$ cat config.mk
export PLATFORM = sky130hd
export DESIGN_NAME = gpt_ic_conditioner
export DESIGN_NICKNAME = d
export VERILOG_FILES = /design/src/rtl/gpt_ic_conditioner.sv
export SDC_FILE = /design/constraint.sdc
export NUM_CORES = 1
export LEC_CHECK = 0
export BUFFER_PORTS_ARGS = -buffer_cell sky130_fd_sc_hd__buf_2
export CAP_MARGIN = 20
export CORE_UTILIZATION = 50
export DETAILED_ROUTE_END_ITERATION = 7
export GPL_TIMING_DRIVEN = 0
export MAX_ROUTING_LAYER = met4
export PLACE_DENSITY = 0.74
export SYNTH_ARGS = -nofsm -noshare
export SYNTH_HDL_FRONTEND = slang
export SYNTH_SLANG_ARGS = --single-unit
$ cat constraint.sdc
create_clock -name aclk_i -period 2.7 [get_ports aclk_i]
set_clock_uncertainty 0.05 [all_clocks]
set_input_delay 0.27 -clock aclk_i [delete_from_list [all_inputs] [get_ports aclk_i]]
set_output_delay 0.27 -clock aclk_i [all_outputs]
set_load 0.01 [all_outputs]
$ cat src/rtl/gpt_ic_conditioner.sv
`default_nettype none
// ============================================================================
// Module   : gpt_ic_conditioner
// Purpose  : Input conditioning for one timer capture channel. Synchronises
//            the raw pin, applies a strobed digital noise filter, qualifies
//            edges of the selected polarity, prescales them into a one-cycle
//            capture event, and keeps sticky capture/overcapture flags.
// Revision : 1.0 - initial release
// ============================================================================
module gpt_ic_conditioner #(
  parameter int FILT_W      = 4,
  parameter int SYNC_STAGES = 2
) (
  input  logic              aclk_i,
  input  logic              areset_i,
  input  logic              en_i,
  input  logic              ch_i,
  input  logic [FILT_W-1:0] filt_n_i,
  input  logic [1:0]        fdiv_i,
  input  logic [1:0]        pol_i,
  input  logic [1:0]        psc_i,
  input  logic              clr_i,
  output logic              ti_o,
  output logic              ic_evt_o,
  output logic              ccif_o,
  output logic              ccof_o
);

  logic [SYNC_STAGES-1:0] sync_q;
  logic                   sy;
  logic [2:0]             div_q;
  logic                   stb;
  logic [FILT_W-1:0]      fc_q;
  logic [FILT_W-1:0]      filt_n_eff;
  logic [FILT_W:0]        fc_inc;
  logic                   reach;
  logic [FILT_W-1:0]      fc_sat;
  logic                   upd;
  logic                   qe;
  logic [1:0]             psc_q;
  logic [2:0]             ec_q;
  logic [2:0]             ec_base;
  logic [2:0]             psc_max;

  assign sy = sync_q[SYNC_STAGES-1];

  // Shift the raw pin through the synchroniser chain.
  always_ff @(posedge aclk_i) begin
    if (areset_i) begin
      sync_q <= '0;
    end else begin
      sync_q <= {sync_q[SYNC_STAGES-2:0], ch_i};
    end
  end

  // Free-running divider that sets the filter sampling rate.
  always_ff @(posedge aclk_i) begin
    if (areset_i) begin
      div_q <= 3'd0;
    end else begin
      div_q <= div_q + 3'd1;
    end
  end

  // Strobe when the low fdiv_i bits of the divider are all zero.
  always_comb begin
    stb = 1'b1;
    case (fdiv_i)
      2'd0:    stb = 1'b1;
      2'd1:    stb = (div_q[0] == 1'b0);
      2'd2:    stb = (div_q[1:0] == 2'd0);
      default: stb = (div_q == 3'd0);
    endcase
  end

  // A zero length code behaves as a single-sample filter.
  assign filt_n_eff = (filt_n_i == '0) ? {{(FILT_W-1){1'b0}}, 1'b1} : filt_n_i;
  // One extra bit so the all-ones counter still compares correctly.
  assign fc_inc     = {1'b0, fc_q} + {{FILT_W{1'b0}}, 1'b1};
  assign reach      = (fc_inc >= {1'b0, filt_n_eff});
  assign fc_sat     = (&fc_q) ? fc_q : fc_inc[FILT_W-1:0];
  // The filtered level is about to flip on this edge.
  assign upd        = stb & (sy != ti_o) & reach;
  // Qualified edge: rising unless falling-only, falling when pol_i[0] is set.
  assign qe         = upd & ((sy & (pol_i != 2'b01)) | (~sy & pol_i[0]));

  // Filter: count consecutive differing strobes, flip the level at N.
  always_ff @(posedge aclk_i) begin
    if (areset_i) begin
      ti_o <= 1'b0;
      fc_q <= '0;
    end else if (stb) begin
      if (sy == ti_o) begin
        fc_q <= '0;
      end else if (reach) begin
        ti_o <= sy;
        fc_q <= '0;
      end else begin
        fc_q <= fc_sat;
      end
    end
  end

  // Terminal edge count for the selected prescale ratio.
  always_comb begin
    psc_max = 3'd0;
    case (psc_i)
      2'd0:    psc_max = 3'd0;
      2'd1:    psc_max = 3'd1;
      2'd2:    psc_max = 3'd3;
      default: psc_max = 3'd7;
    endcase
  end

  // A prescaler change restarts the count in the same cycle.
  assign ec_base = (psc_i != psc_q) ? 3'd0 : ec_q;

  // Registered copy of the prescaler selection for change detection.
  always_ff @(posedge aclk_i) begin
    if (areset_i) begin
      psc_q <= 2'd0;
    end else begin
      psc_q <= psc_i;
    end
  end

  // Prescaler: emit a one-cycle event every 2^psc_i qualified edges.
  always_ff @(posedge aclk_i) begin
    if (areset_i) begin
      ec_q     <= 3'd0;
      ic_evt_o <= 1'b0;
    end else if (!en_i) begin
      ec_q     <= 3'd0;
      ic_evt_o <= 1'b0;
    end else begin
      ic_evt_o <= 1'b0;
      if (qe) begin
        if (ec_base == psc_max) begin
          ic_evt_o <= 1'b1;
          ec_q     <= 3'd0;
        end else begin
          ec_q <= ec_base + 3'd1;
        end
      end else begin
        ec_q <= ec_base;
      end
    end
  end

  // Sticky flags: an event beats a simultaneous clear for ccif_o.
  always_ff @(posedge aclk_i) begin
    if (areset_i) begin
      ccif_o <= 1'b0;
      ccof_o <= 1'b0;
    end else if (ic_evt_o) begin
      ccif_o <= 1'b1;
      if (clr_i) begin
        ccof_o <= 1'b0;
      end else if (ccif_o) begin
        ccof_o <= 1'b1;
      end
    end else if (clr_i) begin
      ccif_o <= 1'b0;
      ccof_o <= 1'b0;
    end
  end

endmodule
`default_nettype wire

==> results of run 1 <==
==> layer usage <==
layer | share of wire | wire length, um | vias up
li1 | - | - | 432
met1 | 0.48 | 840 | 379
met2 | 0.45 | 803 | 27
met3 | 0.050 | 88 | 5
met4 | 0.019 | 34 | 0
met5 | 0 | 0 | -
==> worst register-to-register path, stage by stage (launching register included) <==
cell     delay, ns
dfxtp_1       0.41
ha_1          0.21
xor2_1        0.22
ha_1          0.27
o21ai_0       0.25
o21a_1        0.31
o21ai_0       0.15
a21oi_1       0.14
==> report_power, final <==
group          internal (mW)  total (mW)  leakage (nW)  switching [mW]
clock                 0.0823       0.172        0.0210          0.0898
combinational         0.0260      0.0603         0.311          0.0343
sequential             0.273       0.278         0.147         0.00506
total                  0.381       0.510         0.478           0.129
==> logic make-up (layout without fill, tap and decap cells) <==
kind of cell | after synthesis | count (layout)
AND/OR/NAND/NOR | 38 | 38
flip-flops | 18 | 18
XOR/XNOR | 6 | 6
buffers and inverters | 9 | 31
AO/OA/AOI/OAI | 28 | 28
adder cells (fa/ha/maj) | 8 | 8
==> cell usage in the layout (no fill, tap or decap), types with 2 or more instances in the layout <==
master,count
xnor2_1,5
nor2b_1,6
clkbuf_4,3
nor3_1,2
and3_1,2
nand3_1,5
inv_1,7
o21ai_0,5
dfxtp_1,18
nand4_1,3
buf_2,18
nand3b_1,2
a32oi_1,2
a31oi_1,2
nand2_1,3
a21oi_1,10
a211oi_1,2
or3_1,2
nor2_1,7
ha_1,8
nand2b_1,2
==> area by class of cell <==
cell class,instances,area (um^2),area share
buffer,2,15.0,0.0135
clock buffer,4,36.3,0.0326
inverter,7,26.3,0.0236
multi-input combinational,80,553,0.497
sequential,18,360,0.324
tap,25,31.3,0.0281
timing repair buffer,18,90.1,0.0810
==> registers in the layout (all words and copies together) (netlist names) <==
name	cells
ccif_o	1
ic_evt_o	1
fc_q	4
psc_q	2
ec_q	3
ccof_o	1
sync_q	2
ti_o	1
div_q	3
==> through the flow <==
step	total power, mW	cells	setup slack (ns)
after floorplan	0.321	107	0.890
after global placement	0.342	150	0.636
after detailed placement	0.344	150	0.645
after CTS	0.513	154	0.601
after global routing	0.535	154	0.450
final	0.510	154	0.619
==> worst paths after layout <==
path	end	cells past startpoint	start	slack [ns]
setup / recovery	ec_q[1]	7	fc_q[0]	0.62
hold / removal	ccof_o	2	clr_i	0.08
setup reg to reg	ec_q[1]	7	fc_q[0]	0.62
hold reg to reg	sync_q[1]	1	sync_q[0]	0.40
==> qor.csv, run 1 <==
stage;metric;value;unit
yosys;synthArstFlopShare;0;
setup_path;cp_cell_sequence;ha_1 -> xor2_1 -> ha_1 -> o21ai_0 -> o21a_1 -> o21ai_0 -> a21oi_1;
detailed_routing;via_per_inst;5.47;
yosys;ys_ff_latch;18;
outcome;status;completed;
yosys;ys_types;33;
clock_network;numCtsBuffers;3;
timing;fmax;481;MHz
yosys;muxShareOfSynthArea;0;
placement;placed_area;1080;um^2
finish;fill_cells;171;
timing;worst_pin_slew;0.680;ns
pwr;leakage;0.478;nW
detailed_routing;via_count;843;
floorplanning;io_pins;19;
yosys;synth_area_leaders;dfxtp_1, ha_1, a21oi_1;
yosys;synth-seq-area-share;0.377;
yosys;synth-simple-area-share;0.231;
timing;setup_tns;0;ns
clock_network;clockBufferDepth;2;
setup_path;critPathKind;reg -> reg;
floorplanning;coreArea;1760;um^2
setup_path;max_stage_delay;0.41;ns
yosys;yosys-top-cells-count;dfxtp_1, a21oi_1, ha_1, inv_1, nor2_1;
setup_path;start_kind;register;
setup_path;cp.required;2.89;ns
detailed_routing;drt_pass1_iterations;4;
grt;busiest_layer;met2;
clock_network;cts.sinks;18;
clock_network;cts.clk_slew.worst_paths;0.11;ns
yosys;yosys.cell_count.top_type;dfxtp_1;
yosys;yosys_warnings;0;
finish;postLayoutCoreUtil;0.630;
yosys;synth-adder-area-share;0.105;
yosys;synth_top_cell_by_area;dfxtp_1;
finish;antenna_cells;0;
setup_path;end_kind;register;
grt;grt_pass1_wl;2.98;mm
grt;antenna_found_initial;0;
grt;grtUsageMet1;0.272;
clock_network;cts_tree;yes;
yosys;synth_edf_count;0;
detailed_routing;wire_per_inst;11.5;um
placement;place_hpwl;1.30;mm
timing;setup_violations;0;
clock_network;clock_latency;0.30;ns
yosys;synth-compound-area-share;0.189;
grt;overflow;0;
floorplanning;initial_utilization;0.541;
yosys;synth_top_area_frac;0.377;
worst_hold_path;hp-class;in -> reg;
pwr;vdd_drop_max;0.322;mV
floorplanning;die_y;45.7;um
finish;fin_nets;153;
grt;grt_max_degree;11;
setup_path;critPathBufInv;0;
clock_network;cts-root-buf;clkbuf_4;
yosys;yosys.area_share.xor_xnor;0.0550;
placement;io_buffers;18;
clock_network;ctsResizeCount;0;
clock_network;cts_hold_buf;0;
timing;maxSlewHeadroom;0.544;
floorplanning;chipWidth;45.7;um
clock_network;htree_levels;1;
yosys;synth_top_family_by_area;simple AND/OR/NAND/NOR gates;
yosys;ys.flop_type;dfxtp_1;
setup_path;critical_path_arrival;2.27;ns
finish;drive_above_1_share;0.209;
timing;rsz0062_at_grt;false;
timing;hold_slack;0.0796;ns
timing;hold_viol_final;0;
detailed_routing;drc;0;
timing;min_period;2.08;ns
detailed_routing;wl;1.77;mm
job;cap_violations;0;
timing;drv_slew;0;
grt;grt_pass1_vias;740;
detailed_routing;drtIter0Drc;18;
grt;use_met2;0.303;
setup_path;slowest_stage;dfxtp_1;
pwr;power-per-cell-area;459;nW/um^2
clock_network;cts_setup_buffers;0;
yosys;syn_inst;107;
floorplanning;rows;15;
finish;final_cell_area;1110;um^2
floorplanning;die_area;2090;um^2
placement;place.gp.congestion;0.818;
grt;gr-usage-met3;0.0357;
detailed_routing;drtAntennaViolNets;0;
setup_path;worstPathMaxFanout;9;
yosys;synthesis.area;955;um^2
grt;grt.total_usage;0.204;
finish;synthToLayoutAreaGrowth;16.5;%
yosys;syn-num-nets;130;
timing;period_share;0.771;
yosys;avgSynthCellArea;8.92;um^2
setup_path;cp_top_family;compound AO/OA/AOI/OAI gates;
No activity file was read; power rests on OpenSTA's default activity.
==> run 2: changes to the inputs <==
--- a/config.mk
+++ b/config.mk
@@ -7,11 +7,11 @@
 export LEC_CHECK = 0
 export BUFFER_PORTS_ARGS = -buffer_cell sky130_fd_sc_hd__buf_2
 export CAP_MARGIN = 20
-export CORE_UTILIZATION = 50
+export CORE_UTILIZATION = 47
 export DETAILED_ROUTE_END_ITERATION = 7
 export GPL_TIMING_DRIVEN = 0
 export MAX_ROUTING_LAYER = met4
-export PLACE_DENSITY = 0.74
+export PLACE_DENSITY = 0.73
 export SYNTH_ARGS = -nofsm -noshare
 export SYNTH_HDL_FRONTEND = slang
 export SYNTH_SLANG_ARGS = --single-unit
==> constraint.sdc (replaced) <==
create_clock -name aclk_i -period 1.8 [get_ports aclk_i]
set_clock_uncertainty 0.05 [all_clocks]
set_input_delay 0.18 -clock aclk_i [delete_from_list [all_inputs] [get_ports aclk_i]]
set_output_delay 0.18 -clock aclk_i [all_outputs]
set_load 0.01 [all_outputs]
==> qor.csv, run 2 (synthesized netlist as in run 1, its figures left out) <==
stage;metric;value;unit;change
clock_network;cts-root-buf;clkbuf_4;;unchanged
finish;drive_above_1_share;0.436;;was 0.209
detailed_routing;via_count;943;;was 843
setup_path;start_kind;register;;unchanged
pwr;power_frac_clock;0.267;;was 0.337
detailed_routing;drc;0;;unchanged
timing;hold_slack;0.00280;ns;was 0.0796 ns
placement;pre_cts_ws;-0.226;ns;was 0.645 ns
grt;grt_pass1_vias;831;;was 740
clock_network;htree_levels;1;;unchanged
timing;rsz0062_at_grt;true;;was false
finish;largest-register;fc_q;;unchanged
pwr;swShare;0.279;;was 0.253
timing;setup_violations;4;;was 0
timing;fmax;543;MHz;was 481 MHz
finish;fill_cells;123;;was 171
clock_network;cts_hold_buf;0;;unchanged
setup_path;worstPathMaxFanout;4;;was 9
outcome;status;complete, but fails checks;;was completed
timing;timing.final.ws_setup;-0.0421;ns;was 0.619 ns
placement;place.gp.congestion;0.809;;was 0.818
pwr;leakage;0.535;nW;was 0.478 nW
timing;worst_pin_slew;0.539;ns;was 0.680 ns
setup_path;end_kind;register;;unchanged
grt;antenna_found_initial;0;;unchanged
finish;largest_reg_flops;4;;unchanged
floorplanning;io_pins;19;;unchanged
timing;period_share;1.02;;was 0.771
timing;min_period;1.84;ns;was 2.08 ns
floorplanning;chipWidth;47.1;um;was 45.7 um
outcome;violations;negative setup slack;;
placement;io_buffers;18;;unchanged
clock_network;clockBufferDepth;2;;unchanged
clock_network;clock_latency;0.30;ns;about the same
pwr;internal_power;0.548;mW;was 0.381 mW
setup_path;critical_path_arrival;1.99;ns;was 2.27 ns
pwr;power-per-cell-area;544;nW/um^2;was 459 nW/um^2
detailed_routing;drtIter0Drc;11;;was 18
timing;drv_slew;0;;unchanged
pwr;pwr-share-comb;0.188;;was 0.118
grt;grt.total_usage;0.247;;was 0.204
pwr;p_seq_frac;0.545;;about the same
placement;place_hpwl;1.43;mm;was 1.30 mm
pwr;vdd_drop_max;0.448;mV;was 0.322 mV
timing;maxSlewHeadroom;0.640;;was 0.544
floorplanning;die_y;47.1;um;was 45.7 um
detailed_routing;wl;2.61;mm;was 1.77 mm
clock_network;numCtsBuffers;3;;unchanged
finish;final_cell_mix;buf_2, dfxtp_1, inv_1, a21oi_1, nor2_1;;was dfxtp_1, buf_2, a21oi_1
finish;fin_nets;158;;was 153
finish;final_common_cell;buf_2;;
finish;antenna_cells;0;;unchanged
floorplanning;initial_utilization;0.524;;was 0.541
grt;grt_max_degree;11;;unchanged
detailed_routing;wire_per_inst;16.5;um;was 11.5 um
pwr;power;0.760;mW;was 0.510 mW
grt;overflow;0;;unchanged
job;cap_violations;0;;unchanged
detailed_routing;via_per_inst;5.97;;was 5.47
floorplanning;die_area;2220;um^2;was 2090 um^2
setup_path;critPathKind;reg -> reg;;unchanged
grt;grt_pass1_wl;3.61;mm;was 2.98 mm
clock_network;cts_tree;yes;;unchanged
timing;hold_viol_final;0;;unchanged
worst_hold_path;hp-class;in -> reg;;unchanged
finish;synthToLayoutAreaGrowth;46.3;%;was 16.5%
setup_path;cp.required;1.95;ns;was 2.89 ns
finish;reg.largest.list;fc_q x4, div_q x3, ec_q x3;;unchanged
detailed_routing;drt_pass1_iterations;4;;unchanged
clock_network;cts.clk_slew.worst_paths;0.10;ns;was 0.11 ns
floorplanning;coreArea;1820;um^2;was 1760 um^2
clock_network;cts.sinks;18;;unchanged
pwr;switchingPower;0.212;mW;was 0.129 mW
detailed_routing;drtAntennaViolNets;0;;unchanged
floorplanning;rows;15;;unchanged
[run 2: cell types whose count changed in the layout (fill, tap and decap cells not counted), sizes merged]
| cell | before | now |
|---|---|---|
| buf | 19 | 23 |
| o21a | 1 | 2 |
| clkbuf | 5 | 4 |
[run 2: metrics by stage]
step	util	TNS (ns)	instances	cell area, um^2
floorplan	-	0	107	955
global placement	0.591	-1.12	150	1080
detailed placement	0.591	-1.68	150	1080
CTS	0.639	0	156	1160
global route	0.767	-0.465	158	1400
finish	0.767	-0.0674	158	1400
[run 2: cell type report]
class / instances / area, um^2 / area share
clock buffer: 3 / 22.5 / 0.0161
buffer: 2 / 15.0 / 0.0108
inverter: 7 / 26.3 / 0.0188
timing repair buffer: 22 / 124 / 0.0887
tap: 25 / 31.3 / 0.0224
multi-input combinational: 81 / 806 / 0.577
sequential: 18 / 372 / 0.266
[run 2: final timing paths]
path | to | start | cells after the start | slack, ns
worst min register to register | sync_q[1] | sync_q[0] | 1 | 0.40
worst min-delay path | ccof_o | clr_i | 2 | 0.003
worst max register to register | ic_evt_o | fc_q[0] | 7 | -0.04
worst max-delay path | ic_evt_o | fc_q[0] | 7 | -0.04
[run 2: layer usage]
layer,global-route usage,up-vias,share of wire,wire length [um]
li1,-,450,-,-
met3,0.0654,14,0.039,102
met4,0.160,0,0.034,89
met1,0.288,442,0.41,1070
met2,0.372,37,0.52,1350
met5,-,-,0,0
[run 2: power groups by stage]
stage,clock [mW],combinational (mW),sequential (mW)
3_5_place_dp,0,0.0923,0.426
6_report,0.203,0.143,0.414
3_3_place_gp,0,0.0877,0.425
5_1_grt,0.228,0.154,0.416
4_1_cts,0.205,0.103,0.417
2_1_floorplan,0,0.0578,0.424
[run 2: timing repair]
item,in CTS,in global routing
pin swaps,9,19
endpoints found under the hold margin,0,0
endpoints found under the setup margin,9,9
cloned,1,0
buffers inserted,2,2
gates resized for setup,10,37
[run 2: critical path, cell delays in order, from the launching register on]
cell and delay, ns:
dfxtp_4 0.39, buf_6 0.12, nand3_4 0.10, xnor2_4 0.17, ha_4 0.28, o21ai_4 0.08
o21a_4 0.23, nor4_1 0.31
